`src/rtl/rv32_alu_arbiter_if.sv`:
```
// rtl/rv32_alu_arbiter_if.sv - requester, response and ALU signal bundle for the two-port ALU arbiter
interface rv32_alu_arbiter_if;
  logic        req0_valid;
  logic        req0_ready;
  logic [4:0]  req0_opsel;
  logic [3:0]  req0_bshift;
  logic [31:0] req0_rs1;
  logic [31:0] req0_rs2;
  logic [31:0] req0_pc;
  logic [31:0] req0_code;

  logic        req1_valid;
  logic        req1_ready;
  logic [4:0]  req1_opsel;
  logic [3:0]  req1_bshift;
  logic [31:0] req1_rs1;
  logic [31:0] req1_rs2;
  logic [31:0] req1_pc;
  logic [31:0] req1_code;

  logic        rsp0_valid;
  logic        rsp0_ready;
  logic        rsp1_valid;
  logic        rsp1_ready;
  logic [31:0] rsp_data;
  logic        rsp_err;

  logic        alu_enable;
  logic [4:0]  alu_opsel;
  logic [3:0]  alu_bshift_ctrl;
  logic [31:0] alu_reg_s1;
  logic [31:0] alu_reg_s2;
  logic [31:0] alu_pc;
  logic [31:0] alu_code_bus;
  logic [31:0] alu_reg_d1;

  // Arbiter side
  modport slave (
    input  req0_valid, req0_opsel, req0_bshift, req0_rs1, req0_rs2, req0_pc, req0_code,
    input  req1_valid, req1_opsel, req1_bshift, req1_rs1, req1_rs2, req1_pc, req1_code,
    output req0_ready, req1_ready,
    output rsp0_valid, rsp1_valid, rsp_data, rsp_err,
    input  rsp0_ready, rsp1_ready,
    output alu_enable, alu_opsel, alu_bshift_ctrl, alu_reg_s1, alu_reg_s2, alu_pc, alu_code_bus,
    input  alu_reg_d1
  );

  // Requesters plus ALU side
  modport master (
    output req0_valid, req0_opsel, req0_bshift, req0_rs1, req0_rs2, req0_pc, req0_code,
    output req1_valid, req1_opsel, req1_bshift, req1_rs1, req1_rs2, req1_pc, req1_code,
    input  req0_ready, req1_ready,
    input  rsp0_valid, rsp1_valid, rsp_data, rsp_err,
    output rsp0_ready, rsp1_ready,
    input  alu_enable, alu_opsel, alu_bshift_ctrl, alu_reg_s1, alu_reg_s2, alu_pc, alu_code_bus,
    output alu_reg_d1
  );
endinterface

```
`src/rtl/rv32_alu_arbiter.sv`:
```
// rtl/rv32_alu_arbiter.sv - two-requester ALU arbiter with alternating priority and held responses
module rv32_alu_arbiter #(
  parameter logic RESET_PRIO = 1'b0
) (
  input logic               clk,
  input logic               rst_n,
  rv32_alu_arbiter_if.slave bus
);

  typedef enum logic [1:0] {
    IDLE = 2'd0,
    EXEC = 2'd1,
    RESP = 2'd2
  } state_e;

  state_e      state_q, state_d;
  logic        prio_q, prio_d;
  logic        gnt_q, gnt_d;
  logic [4:0]  opsel_q, opsel_d;
  logic [3:0]  bshift_q, bshift_d;
  logic [31:0] rs1_q, rs1_d;
  logic [31:0] rs2_q, rs2_d;
  logic [31:0] pc_q, pc_d;
  logic [31:0] code_q, code_d;
  logic [31:0] result_q, result_d;
  logic        err_q, err_d;

  logic        gnt_sel;
  logic        accept;
  logic        rsp_hs;
  logic        illegal;

  // Shifter requests bypass the opsel range check; only plain ALU ops can be illegal
  assign illegal = !bshift_q[3] && (opsel_q > 5'd16);

  // Grant selection and requester ready: lone valid wins, a tie goes to the priority holder
  always_comb begin
    gnt_sel = prio_q;
    if (bus.req0_valid && !bus.req1_valid) begin
      gnt_sel = 1'b0;
    end else if (bus.req1_valid && !bus.req0_valid) begin
      gnt_sel = 1'b1;
    end
    bus.req0_ready = rst_n && (state_q == IDLE) && bus.req0_valid && !gnt_sel;
    bus.req1_ready = rst_n && (state_q == IDLE) && bus.req1_valid && gnt_sel;
    accept = bus.req0_ready || bus.req1_ready;
    rsp_hs = (state_q == RESP) && (gnt_q ? bus.rsp1_ready : bus.rsp0_ready);
  end

  // Next state, operand capture, result capture and priority hand-over
  always_comb begin
    state_d  = state_q;
    prio_d   = prio_q;
    gnt_d    = gnt_q;
    opsel_d  = opsel_q;
    bshift_d = bshift_q;
    rs1_d    = rs1_q;
    rs2_d    = rs2_q;
    pc_d     = pc_q;
    code_d   = code_q;
    result_d = result_q;
    err_d    = err_q;
    unique case (state_q)
      IDLE: begin
        if (accept) begin
          state_d  = EXEC;
          gnt_d    = gnt_sel;
          opsel_d  = gnt_sel ? bus.req1_opsel  : bus.req0_opsel;
          bshift_d = gnt_sel ? bus.req1_bshift : bus.req0_bshift;
          rs1_d    = gnt_sel ? bus.req1_rs1    : bus.req0_rs1;
          rs2_d    = gnt_sel ? bus.req1_rs2    : bus.req0_rs2;
          pc_d     = gnt_sel ? bus.req1_pc     : bus.req0_pc;
          code_d   = gnt_sel ? bus.req1_code   : bus.req0_code;
        end
      end
      EXEC: begin
        state_d  = RESP;
        result_d = illegal ? 32'd0 : bus.alu_reg_d1;
        err_d    = illegal;
      end
      RESP: begin
        if (rsp_hs) begin
          state_d = IDLE;
          prio_d  = !gnt_q;
        end
      end
      default: state_d = IDLE;
    endcase
  end

  // ALU drive: operands only leave the block during EXEC
  always_comb begin
    bus.alu_enable      = 1'b0;
    bus.alu_opsel       = 5'd0;
    bus.alu_bshift_ctrl = 4'd0;
    bus.alu_reg_s1      = 32'd0;
    bus.alu_reg_s2      = 32'd0;
    bus.alu_pc          = 32'd0;
    bus.alu_code_bus    = 32'd0;
    if (state_q == EXEC) begin
      bus.alu_reg_s1   = rs1_q;
      bus.alu_reg_s2   = rs2_q;
      bus.alu_pc       = pc_q;
      bus.alu_code_bus = code_q;
      if (bshift_q[3]) begin
        bus.alu_bshift_ctrl = bshift_q;
      end else if (!illegal) begin
        bus.alu_enable = 1'b1;
        bus.alu_opsel  = opsel_q;
      end
    end
  end

  // Response drive: held result and error toward the granted requester only
  always_comb begin
    bus.rsp0_valid = 1'b0;
    bus.rsp1_valid = 1'b0;
    bus.rsp_data   = 32'd0;
    bus.rsp_err    = 1'b0;
    if (state_q == RESP) begin
      bus.rsp0_valid = !gnt_q;
      bus.rsp1_valid = gnt_q;
      bus.rsp_data   = result_q;
      bus.rsp_err    = err_q;
    end
  end

  // State and datapath registers; reset drops any in-flight operation
  always_ff @(posedge clk or negedge rst_n) begin
    if (!rst_n) begin
      state_q  <= IDLE;
      prio_q   <= RESET_PRIO;
      gnt_q    <= 1'b0;
      opsel_q  <= 5'd0;
      bshift_q <= 4'd0;
      rs1_q    <= 32'd0;
      rs2_q    <= 32'd0;
      pc_q     <= 32'd0;
      code_q   <= 32'd0;
      result_q <= 32'd0;
      err_q    <= 1'b0;
    end else begin
      state_q  <= state_d;
      prio_q   <= prio_d;
      gnt_q    <= gnt_d;
      opsel_q  <= opsel_d;
      bshift_q <= bshift_d;
      rs1_q    <= rs1_d;
      rs2_q    <= rs2_d;
      pc_q     <= pc_d;
      code_q   <= code_d;
      result_q <= result_d;
      err_q    <= err_d;
    end
  end

endmodule
```
`src/flat_wrapper.sv`:
```
// flat-port wrapper written by rule: the top's interface ports become plain ports
module rv32_alu_arbiter_flat 
#(
  parameter logic RESET_PRIO = 1'b0
)
  (clk, rst_n, bus_req0_valid, bus_req0_opsel, bus_req0_bshift, bus_req0_rs1, bus_req0_rs2, bus_req0_pc, bus_req0_code, bus_req1_valid, bus_req1_opsel, bus_req1_bshift, bus_req1_rs1, bus_req1_rs2, bus_req1_pc, bus_req1_code, bus_req0_ready, bus_req1_ready, bus_rsp0_valid, bus_rsp1_valid, bus_rsp_data, bus_rsp_err, bus_rsp0_ready, bus_rsp1_ready, bus_alu_enable, bus_alu_opsel, bus_alu_bshift_ctrl, bus_alu_reg_s1, bus_alu_reg_s2, bus_alu_pc, bus_alu_code_bus, bus_alu_reg_d1);
  rv32_alu_arbiter_if bus_i ();
  input logic clk;
  input logic rst_n;
  input wire logic [$bits(bus_i.req0_valid)-1:0] bus_req0_valid;
  input wire logic [$bits(bus_i.req0_opsel)-1:0] bus_req0_opsel;
  input wire logic [$bits(bus_i.req0_bshift)-1:0] bus_req0_bshift;
  input wire logic [$bits(bus_i.req0_rs1)-1:0] bus_req0_rs1;
  input wire logic [$bits(bus_i.req0_rs2)-1:0] bus_req0_rs2;
  input wire logic [$bits(bus_i.req0_pc)-1:0] bus_req0_pc;
  input wire logic [$bits(bus_i.req0_code)-1:0] bus_req0_code;
  input wire logic [$bits(bus_i.req1_valid)-1:0] bus_req1_valid;
  input wire logic [$bits(bus_i.req1_opsel)-1:0] bus_req1_opsel;
  input wire logic [$bits(bus_i.req1_bshift)-1:0] bus_req1_bshift;
  input wire logic [$bits(bus_i.req1_rs1)-1:0] bus_req1_rs1;
  input wire logic [$bits(bus_i.req1_rs2)-1:0] bus_req1_rs2;
  input wire logic [$bits(bus_i.req1_pc)-1:0] bus_req1_pc;
  input wire logic [$bits(bus_i.req1_code)-1:0] bus_req1_code;
  output wire logic [$bits(bus_i.req0_ready)-1:0] bus_req0_ready;
  output wire logic [$bits(bus_i.req1_ready)-1:0] bus_req1_ready;
  output wire logic [$bits(bus_i.rsp0_valid)-1:0] bus_rsp0_valid;
  output wire logic [$bits(bus_i.rsp1_valid)-1:0] bus_rsp1_valid;
  output wire logic [$bits(bus_i.rsp_data)-1:0] bus_rsp_data;
  output wire logic [$bits(bus_i.rsp_err)-1:0] bus_rsp_err;
  input wire logic [$bits(bus_i.rsp0_ready)-1:0] bus_rsp0_ready;
  input wire logic [$bits(bus_i.rsp1_ready)-1:0] bus_rsp1_ready;
  output wire logic [$bits(bus_i.alu_enable)-1:0] bus_alu_enable;
  output wire logic [$bits(bus_i.alu_opsel)-1:0] bus_alu_opsel;
  output wire logic [$bits(bus_i.alu_bshift_ctrl)-1:0] bus_alu_bshift_ctrl;
  output wire logic [$bits(bus_i.alu_reg_s1)-1:0] bus_alu_reg_s1;
  output wire logic [$bits(bus_i.alu_reg_s2)-1:0] bus_alu_reg_s2;
  output wire logic [$bits(bus_i.alu_pc)-1:0] bus_alu_pc;
  output wire logic [$bits(bus_i.alu_code_bus)-1:0] bus_alu_code_bus;
  input wire logic [$bits(bus_i.alu_reg_d1)-1:0] bus_alu_reg_d1;
  assign bus_i.req0_valid = bus_req0_valid;
  assign bus_i.req0_opsel = bus_req0_opsel;
  assign bus_i.req0_bshift = bus_req0_bshift;
  assign bus_i.req0_rs1 = bus_req0_rs1;
  assign bus_i.req0_rs2 = bus_req0_rs2;
  assign bus_i.req0_pc = bus_req0_pc;
  assign bus_i.req0_code = bus_req0_code;
  assign bus_i.req1_valid = bus_req1_valid;
  assign bus_i.req1_opsel = bus_req1_opsel;
  assign bus_i.req1_bshift = bus_req1_bshift;
  assign bus_i.req1_rs1 = bus_req1_rs1;
  assign bus_i.req1_rs2 = bus_req1_rs2;
  assign bus_i.req1_pc = bus_req1_pc;
  assign bus_i.req1_code = bus_req1_code;
  assign bus_req0_ready = bus_i.req0_ready;
  assign bus_req1_ready = bus_i.req1_ready;
  assign bus_rsp0_valid = bus_i.rsp0_valid;
  assign bus_rsp1_valid = bus_i.rsp1_valid;
  assign bus_rsp_data = bus_i.rsp_data;
  assign bus_rsp_err = bus_i.rsp_err;
  assign bus_i.rsp0_ready = bus_rsp0_ready;
  assign bus_i.rsp1_ready = bus_rsp1_ready;
  assign bus_alu_enable = bus_i.alu_enable;
  assign bus_alu_opsel = bus_i.alu_opsel;
  assign bus_alu_bshift_ctrl = bus_i.alu_bshift_ctrl;
  assign bus_alu_reg_s1 = bus_i.alu_reg_s1;
  assign bus_alu_reg_s2 = bus_i.alu_reg_s2;
  assign bus_alu_pc = bus_i.alu_pc;
  assign bus_alu_code_bus = bus_i.alu_code_bus;
  assign bus_i.alu_reg_d1 = bus_alu_reg_d1;
  rv32_alu_arbiter #(.RESET_PRIO(RESET_PRIO)) u_core (.clk(clk), .rst_n(rst_n), .bus(bus_i));
endmodule
```
`config.mk`:
```
export PLATFORM = sky130hd
export DESIGN_NAME = rv32_alu_arbiter_flat
export DESIGN_NICKNAME = d
export VERILOG_FILES = /design/src/rtl/rv32_alu_arbiter_if.sv /design/src/rtl/rv32_alu_arbiter.sv /design/src/flat_wrapper.sv
export SDC_FILE = /design/constraint.sdc
export NUM_CORES = 1
export LEC_CHECK = 0
export BUFFER_PORTS_ARGS = -buffer_cell sky130_fd_sc_hd__buf_2
export CAP_MARGIN = 20
export CORE_AREA = 2 2 190 192
export CTS_BUF_LIST = sky130_fd_sc_hd__clkbuf_8
export CTS_CLUSTER_SIZE = 16
export DETAILED_ROUTE_END_ITERATION = 8
export DIE_AREA = 0 0 192 194
export PLACE_DENSITY = 0.47
export RECOVER_POWER = 100
export REMOVE_ABC_BUFFERS = 1
export SETUP_SLACK_MARGIN = 0.15
export SLEW_MARGIN = 25
export SYNTH_ARGS = -nofsm -noshare
export SYNTH_HDL_FRONTEND = slang
export SYNTH_SLANG_ARGS = --single-unit
export TNS_END_PERCENT = 10
```
`constraint.sdc`:
```
create_clock -name clk -period 1.7 [get_ports clk]
set_clock_uncertainty 0.15 [all_clocks]
set_input_delay 0.255 -clock clk [delete_from_list [all_inputs] [get_ports clk]]
set_output_delay 0.255 -clock clk [all_outputs]
set_load 0.01 [all_outputs]
```
# [Yosys cells after proc, flatten, opt, wreduce, memory -nomap -nowiden]
# Index checks and enable logic that the tools add are counted.
[word_totals] ff_bits=174 output_inout_bits=175 word_cells=64 input_bits=312
[op_classes] magnitude_cmp=1 reduce_logical=19 eq_ne=4 muxes=29
[ops] operator="2-to-1 mux 32 bit" n=10
[ops] operator="2-to-1 mux 5 bit" n=4
[ops] operator="2-to-1 mux 4 bit" n=3
[ops] operator="logical AND 1 bit" n=9
[ops] operator="2-to-1 mux 1 bit" n=9
[ops] operator="one-hot mux 2 bit (3 select lines)" n=1
[ops] operator="AND reduction 2 bit" n=3
[ops] operator="> comparator 5 bit (second input constant)" n=1
[ops] operator="zero test 1 bit" n=5
[ops] operator="2-to-1 mux 2 bit" n=2
[ops] operator="!= test 2 x 1 -> 1 bit (second input constant)" n=2
[ops] operator="== test 2 x 1 -> 1 bit (second input constant)" n=1
[ops] operator="== test 2 bit (second input constant)" n=1
[ops] operator="zero test 2 bit" n=1
[ops] operator="logical OR 1 bit" n=1

# [Logic depth before layout (Yosys ltp)]
# Gate-level depths: netlist (run 1).
[logic_depth] word_depth=9 ltp_mapped=7 mapped_depth_nobuf=4

# [Least setup slack after synthesis (run 1)]
# Ideal clock, no wire load.
[synth_timing] kind="flip-flop to output port" start="reg u_core.opsel_q[0]" end="out bus_alu_opsel[4]" slack_ns=-0.085 arrival_time_ns=1.380 t_required_ns=1.295 path_stages_with_launch=4 path_cell_list="dfrtp_1 -> o41ai_1 -> nor3b_1 -> and2_1"
[synth_via] elab_chain_len=5
[synth_rtl] item="start, declared" line="rv32_alu_arbiter.sv:19" source="logic [4:0] opsel_q, opsel_d;"
[synth_rtl] item="start signal, assigned" line="rv32_alu_arbiter.sv:146" source="opsel_q <= opsel_d;"
[synth_rtl] item="> comparator 5 bit" line="rv32_alu_arbiter.sv:34" source="assign illegal = !bshift_q[3] && (opsel_q > 5'd16);"
[synth_rtl] item="logical AND 1 bit" line="rv32_alu_arbiter.sv:34"
[synth_rtl] item="2-to-1 mux 5 bit" line="rv32_alu_arbiter.sv:107" source="end else if (!illegal) begin"
[synth_rtl] item="2-to-1 mux 5 bit" line="rv32_alu_arbiter.sv:105" source="if (bshift_q[3]) begin"
[synth_rtl] item="2-to-1 mux 5 bit" line="rv32_alu_arbiter.sv:100" source="if (state_q == EXEC) begin"
[synth_rtl] item="end, declared" line="flat_wrapper.sv:33" source="output wire logic [$bits(bus_i.alu_opsel)-1:0] bus_alu_opsel;"
# No other way between the ends.

# [Worst setup path in the final report (run 1)]
[layout_timing] start="reg u_core.state_q[1]" end="out bus_req0_ready"
[layout_via] elab_chain_len=4
[layout_rtl] item="start, declared" line="rv32_alu_arbiter.sv:16" source="state_e state_q, state_d;"
[layout_rtl] item="start signal, assigned" line="rv32_alu_arbiter.sv:143" source="state_q <= state_d;"
[layout_rtl] item="zero test 2 bit" line="rv32_alu_arbiter.sv:44" source="bus.req0_ready = rst_n && (state_q == IDLE) && bus.req0_valid && !gnt_sel;"
[layout_rtl] item="logical AND 1 bit (3 in series)" line="rv32_alu_arbiter.sv:44"
[layout_rtl] item="end, declared" line="flat_wrapper.sv:24" source="output wire logic [$bits(bus_i.req0_ready)-1:0] bus_req0_ready;"
# No other way between the ends.

==> results.yml, run 1 <==
status:
  status: "finished with violations"
  violations: "setup timing"
finish:
  seq_area_mm2: 0.004355
  design_area_mm2: 0.01654
  final_common_cell: "buf_2"
  syn2layout_area_growth_pct: 85.00
  multi_input_area_mm2: 0.004293
  fillCellCount: 3373
  fin_nets: 2218
  most-common-layout-cells: "buf_2 (433), nand2_1 (341), dlygate4sd3_1 (309)"
  drive_above_1_share_pct: 34.81
clock_tree:
  clock_latency_ps: 480
  cts_root_buffer: "clkbuf_8"
  ctsLongestPathBuffers: 2
  clock_sinks: 174
  clk_pin_slew_worst_paths_ps: 100
  cts_tree: "built"
  numCtsBuffers: 17
  htree_levels: 4
  hold_buffers: 309
global_routing:
  grt_use_total_pct: 20.10
  grt_pass1_vias: 10940
  antenna_found_initial: 4
  grt_overflow_total: 0
  grt_max_degree: 89
  grt_pass1_wl_mm: 58.38
sta:
  worst_pin_slew_ps: 903.3
  slew_viol_final: 0
  grt_setup_unrepaired: "yes"
  fin_crit_sh_pct: 130.3
  setup_violations: 312
  period_minus_slack_ps: 2215
  finalHoldViolCount: 0
  max_slew_margin_pct: 39.78
  fin_ws_ps: -514.5
  fmax_mhz: 451.6
critical_path:
  start_kind: "flop"
  worstSetupEndpointType: "primary output"
  r2r_slack_ps: -270
  path_max_fanout: 3
  cp.required_ps: 1290
  reg2reg_depth: 8
  arrival_ps: 1810
  r2r-end: "u_core.code_q[31]"
  crit_type: "reg2out"
  r2r-start: "u_core.state_q[1]"
  crit_start: "u_core.state_q[1]"
power_and_ir_drop:
  irDropWorstVdd_v: 0.0005310
  powerDensity_mw_per_mm2: 1229
  p_leak_nw: 8.051
  p_total_mw: 20.32
synth:
  syn_inst: 1107
  seq_area_frac_synth_pct: 48.70
  syn_area_mm2: 0.008941
  ys_types: 25
  synth_warnings: 0
  syn_area_per_cell_um2: 8.077
  synth_seq_cells: 174
floorplan:
  initial_core_util_pct: 25.38
  die_h_um: 194
  core_mm2: 0.03522
  die_x_um: 192
  row_count: 69
  fp.dieArea_mm2: 0.03725
  ios: 487
detailed_routing:
  drtPass1Iterations: 5
  drc: 0
  via_count: 10800
  vias_per_cell: 4.534
  routed_wl_mm: 39.04
  drt_iter0_markers: 385
  wire_per_inst_um: 16.39
  detail-route-antenna-nets: 0
hold_path:
  hold_depth: 3
  worstHoldPathType: "in2reg"
  min_to: "u_core.gnt_q"
  min_from: "bus_req0_valid"
run:
  cap_violations: 0
placement:
  portBuffers: 486
  placed_area_mm2: 0.01222
  dpl.hpwl_mm: 25.20
  gp_congestion: 0.7872
layout make-up:
| class | instances | area share (%) |
|---|---|---|
| antenna | 2 | 0.03026 |
| clock buffer | 17 | 1.415 |
| clock inverter | 15 | 1.263 |
| multi-input combinational | 843 | 25.95 |
| sequential | 174 | 26.33 |
| tap | 461 | 3.487 |
| timing repair buffer | 870 | 41.52 |
what timing repair did:
item,4_1_cts,5_1_grt
setup endpoints to repair,345,347
resized for setup,105,73
endpoints found under the hold margin,346,1
setup buffers,6,1
cloned,3,3
pin swaps,26,20
critical path, cell delays in order (launching register included):
cell and delay [ps]:
dfrtp_2 440, buf_4 150, nor3b_4 230, buf_4 150
nand2_1 80, a21oi_2 110, buf_2 160
registers in the layout, indices dropped and copies added, names as in the netlist:
name and cells:
u_core.bshift_q 4, u_core.code_q 32, u_core.err_q 1, u_core.gnt_q 1
u_core.opsel_q 5, u_core.pc_q 32, u_core.prio_q 1, u_core.result_q 32
u_core.rs1_q 32, u_core.rs2_q 32, u_core.state_q 2
synthesized netlist by cell type (all sizes together):
cell / count / area [µm²]
nand2: 344 / 1291
dfrtp: 174 / 4354
and2: 168 / 1051
nor2: 139 / 521.8
a31oi: 137 / 857.1
buf: 67 / 446.7
o21ai: 34 / 170.2
clkbuf: 23 / 86.33
and3: 4 / 25.02
a21oi: 3 / 26.28
nand2b: 3 / 21.27
a21o: 2 / 15.01
nor2b: 2 / 12.51
nor3b: 2 / 20.02
and2b: 1 / 10.01
mux2: 1 / 11.26
nor3: 1 / 5.000
o21a: 1 / 7.510
o41ai: 1 / 8.760
how the worst max path moves through the flow:
stage                               to  cells after the start
global route          bus_alu_opsel[4]                      4
global placement      bus_alu_opsel[4]                      4
floorplan              u_core.pc_q[20]                      3
CTS                 bus_alu_reg_s2[27]                      7
finish                  bus_req0_ready                      6
detailed placement    u_core.rs1_q[14]                      6
power by group:
group	leakage, nW	internal, mW	switching [mW]
clock network	0.213	1.63	1.78
registers	1.98	6.10	1.11
logic	5.86	4.93	4.78
total	8.05	12.7	7.66
per-layer routing:
metal / share of wire, % / vias up / GRT usage (%)
met3: 6.6 / 138 / 4.977
li1: - / 5200 / -
met2: 48 / 479 / 33.24
met4: 4.9 / 4 / 11.73
met5: 0.067 / - / 0
met1: 40 / 4980 / 23.53
logic make-up (layout without fill, tap and decap cells):
kind of cell | Yosys count | in the layout | share of synthesized area, %
flops | 174 | 174 | 48.70
buf+inv | 90 | 902 | 5.961
compound gates | 178 | 178 | 12.13
mux | 1 | 1 | 0.1259
other cells | 0 | 2 | 0
simple gates | 664 | 664 | 33.08
stage by stage:
| stage | TNS, ps | worst slack, ps | instances | utilization (%) | hold WS [ps] |
|---|---|---|---|---|---|
| 2_1_floorplan | -1102450 | -4121 | 1017 | - | -190.6 |
| 3_3_place_gp | -244.9 | -47.30 | 2026 | 34.70 | 215.7 |
| 3_5_place_dp | -1809 | -71.08 | 2026 | 34.70 | 219.4 |
| 4_1_cts | -96040 | -561.3 | 2376 | 46.09 | -85.13 |
| 5_1_grt | -130820 | -603.0 | 2382 | 46.96 | -14.53 |
| 6_report | -101560 | -514.5 | 2382 | 46.96 | 16.15 |
Note: power is estimated with default switching activity, not from simulation.
==> inputs of run 2 (changes only) <==
--- a/config.mk
+++ b/config.mk
@@ -8,7 +8,7 @@
 export BUFFER_PORTS_ARGS = -buffer_cell sky130_fd_sc_hd__buf_2
 export CAP_MARGIN = 20
 export CORE_AREA = 2 2 190 192
-export CTS_BUF_LIST = sky130_fd_sc_hd__clkbuf_8
+export CTS_BUF_LIST = sky130_fd_sc_hd__clkbuf_2
 export CTS_CLUSTER_SIZE = 16
 export DETAILED_ROUTE_END_ITERATION = 8
 export DIE_AREA = 0 0 192 194
@@ -16,6 +16,7 @@
 export RECOVER_POWER = 100
 export REMOVE_ABC_BUFFERS = 1
 export SETUP_SLACK_MARGIN = 0.15
+export SKIP_CTS_REPAIR_TIMING = 1
 export SLEW_MARGIN = 25
 export SYNTH_ARGS = -nofsm -noshare
 export SYNTH_HDL_FRONTEND = slang
==> run 2 against run 1 <==
- the run now fails in global routing
- synthesized cell count did not move
- synthesized area did not move
==> results.yml, run 2 <==
status:
  status: "aborted with a tool error"
  stop_stage: "global routing"
  tool.error: "[ERROR RSZ-0060] Max buffer count reached."
synth:
  ys_types: 25
  syn_area_mm2: 0.008941
  synthArstFlopShare_pct: 100.0
  yosys.area.top_type_share_pct: 48.70
  synth_warnings: 0
  yosys-top-cells-count: "nand2_1 (344), dfrtp_1 (174), and2_1 (168), nor2_1 (139), a31oi_1 (137)"
  synth_edf_count: 0
  ys.flop_type: "dfrtp_1"
  synth_seq_cells: 174
  synth.largest_area_cell: "dfrtp_1"
  yosys-top-cells-area: "dfrtp_1 (49%), nand2_1 (14%), and2_1 (12%)"
  yosysMostFrequentCell: "nand2_1"
  syn_area_per_cell_um2: 8.077
  syn_inst: 1107
  seq_area_frac_synth_pct: 48.70
floorplan:
  ios: 487
  die_x_um: 192
  row_count: 69
  initial_core_util_pct: 25.38
  die_h_um: 194
placement:
  portBuffers: 486
  dpl.hpwl_mm: 25.20
  dp_slack_ps: -71.08
  gp_congestion: 0.7872
sta:
  worst_endpoint: "bus_alu_reg_s1[2]"
  worst-ep-kind: "output port"
clock_tree:
  clock_sinks: 174
  ctsLongestPathBuffers: 2
  numCtsBuffers: 17
  cts_root_buffer: "clkbuf_2"
  htree_levels: 4
global_routing:
  grt_max_degree: 89
-- run 2: cells by family after synthesis --
logic type      share of synthesized area [%]
compound gates                          12.13
mux                                    0.1259
simple gates                            33.08
buf+inv                                 5.961
flops                                   48.70
-- run 2: through the flow --
stage / std cells / area (µm²) / utilization [%]
2_1_floorplan: 1017 / 8408 / -
3_3_place_gp: 2026 / 12220 / 34.70
3_5_place_dp: 2026 / 12220 / 34.70
4_1_cts: 2058 / 12520 / 35.54
==> inputs of run 3 (changes only) <==
--- a/config.mk
+++ b/config.mk
@@ -7,15 +7,11 @@
 export LEC_CHECK = 0
 export BUFFER_PORTS_ARGS = -buffer_cell sky130_fd_sc_hd__buf_2
 export CAP_MARGIN = 20
-export CORE_AREA = 2 2 190 192
-export CTS_BUF_LIST = sky130_fd_sc_hd__clkbuf_2
-export CTS_CLUSTER_SIZE = 16
+export CORE_UTILIZATION = 24
 export DETAILED_ROUTE_END_ITERATION = 8
-export DIE_AREA = 0 0 192 194
-export PLACE_DENSITY = 0.47
+export PLACE_DENSITY_LB_ADDON = 0.15
 export RECOVER_POWER = 100
 export REMOVE_ABC_BUFFERS = 1
-export SETUP_SLACK_MARGIN = 0.15
 export SKIP_CTS_REPAIR_TIMING = 1
 export SLEW_MARGIN = 25
 export SYNTH_ARGS = -nofsm -noshare
==> run 3 against run 2 <==
- the flow now finishes, with violations (hold timing, setup timing)
==> results.yml, run 3 (synthesis results as in run 1) <==
status:
  status: "finished with violations"
  violations: "hold timing, setup timing"
power_and_ir_drop:
  intPower_mw: 13.31
  pwr-share-clk_pct: 20.3
  irDropWorstVdd_v: 0.0007080
  p_sw_share_pct: 36.05
  p_sw_mw: 7.504
  p_seq_share_pct: 34.7
  pwr-share-comb_pct: 45.0
  p_total_mw: 20.82
  powerDensity_mw_per_mm2: 1253
  p_leak_nw: 8.108
clock_tree:
  numCtsBuffers: 17
  htree_levels: 4
  cts_tree: "built"
  ctsLongestPathBuffers: 2
  clk_pin_slew_worst_paths_ps: 60
  clock_sinks: 174
  clock_latency_ps: 440
  cts_root_buffer: "clkbuf_16"
critical_path:
  endpoint: "bus_alu_reg_s2[18]"
  crit_type: "reg2out"
  reg2reg_depth: 7
  r2r-end: "u_core.rs2_q[21]"
  critPathTopFamily: "buffers and inverters"
  worst-path-buf-inv: 3
  r2r_slack_ps: -190
  worstSetupEndpointType: "primary output"
  critical_path_depth: 5
  crit_start: "u_core.state_q[1]"
  arrival_ps: 1810
  r2r-start: "u_core.state_q[0]"
  crit_chain: "nor2b_4 > buf_12 > clkbuf_16 > and2_1 > buf_2"
  path_max_fanout: 30
  cp.required_ps: 1290
  max_stage_delay_ps: 450
  crit_slowest_cell: "dfrtp_2"
  start_kind: "flop"
detailed_routing:
  drc: 0
  via_count: 10630
  vias_per_cell: 4.448
  drt_iter0_markers: 338
  wire_per_inst_um: 15.82
  detail-route-antenna-nets: 0
  routed_wl_mm: 37.81
  drtPass1Iterations: 5
sta:
  setup_violations: 461
  finalHoldViolCount: 1
  grt_setup_unrepaired: "yes"
  fmax_mhz: 452.3
  holdWs_ps: -5.274
  setup_tns_ps: -108480
  period_minus_slack_ps: 2211
  fin_ws_ps: -510.9
  worst_pin_slew_ps: 1061
  slew_viol_final: 0
  fin_crit_sh_pct: 130.1
  max_slew_margin_pct: 29.24
global_routing:
  grt_use_total_pct: 17.39
  antenna_found_initial: 0
  grt_overflow_total: 0
  grt_pass1_vias: 9200
  grt_pass1_wl_mm: 51.41
  grt_max_degree: 87
finish:
  multi_input_area_mm2: 0.004189
  fin_nets: 2221
  final_common_cell: "buf_2"
  syn2layout_area_growth_pct: 85.80
  most-common-layout-cells: "buf_2 (436), nand2_1 (344), dlygate4sd3_1 (308)"
  drive_above_1_share_pct: 33.04
  fin_util_pct: 45.38
  seq_area_mm2: 0.004355
  fillCellCount: 3609
  antennaDiodeCount: 0
placement:
  gp_congestion: 0.7738
  portBuffers: 486
  dpl.hpwl_mm: 24.97
floorplan:
  core_mm2: 0.03661
  fp.dieArea_mm2: 0.03803
  die_x_um: 195.0
  initial_core_util_pct: 24.42
  die_h_um: 195.0
  row_count: 70
  ios: 487
hold_path:
  worstHoldPathType: "in2reg"
run:
  cap_violations: 0
-- run 3: power by group through the flow --
stage,logic (mW),registers [mW],clock network (mW)
6_report,9.37,7.22,4.23
5_1_grt,10.3,7.47,4.53
4_1_cts,7.89,7.15,4.38
3_5_place_dp,7.88,7.21,0
3_3_place_gp,7.87,7.15,0
2_1_floorplan,4.49,6.87,0
-- run 3: tightest hold or removal path, stage by stage --
cell and delay [ps]:
buf_2 90, a21oi_1 50, o21ai_0 150
-- run 3: worst min path at each step --
stage,from,end,slack (ps),cells after the start
CTS,rst_n,u_core.rs2_q[15],-400,2
global route,bus_rsp0_ready,u_core.prio_q,4,3
global placement,rst_n,u_core.pc_q[18],90,2
floorplan,rst_n,u_core.bshift_q[0],-190,0
finish,bus_rsp0_ready,u_core.prio_q,-5,3
detailed placement,rst_n,u_core.rs1_q[17],90,2
-- run 3: metal layers --
layer	global-route usage (%)	vias up	part of all wire (%)
met5	0	-	0
met4	5.453	0	2.0
met1	21.48	4975	43
li1	-	5202	-
met2	29.07	394	49
met3	5.095	60	6.0
-- run 3: layout make-up --
| type | count | share of cell area (%) |
|---|---|---|
| Sequential cell | 174 | 26.22 |
| Timing Repair Buffer | 873 | 41.28 |
| Clock buffer | 25 | 3.163 |
| Tap cell | 468 | 3.525 |
| Clock inverter | 7 | 0.5950 |
| Multi-Input combinational cell | 843 | 25.22 |
-- run 3: stage by stage --
step	cell area, µm²	hold WS [ps]	worst slack [ps]	instances
floorplan	8408	-190.6	-4121	1017
global placement	12300	86.51	-163.9	2038
detailed placement	12300	94.99	-153.5	2038
CTS	12920	-403.9	-670.0	2070
global route	16610	3.705	-593.7	2390
finish	16610	-5.274	-510.9	2390
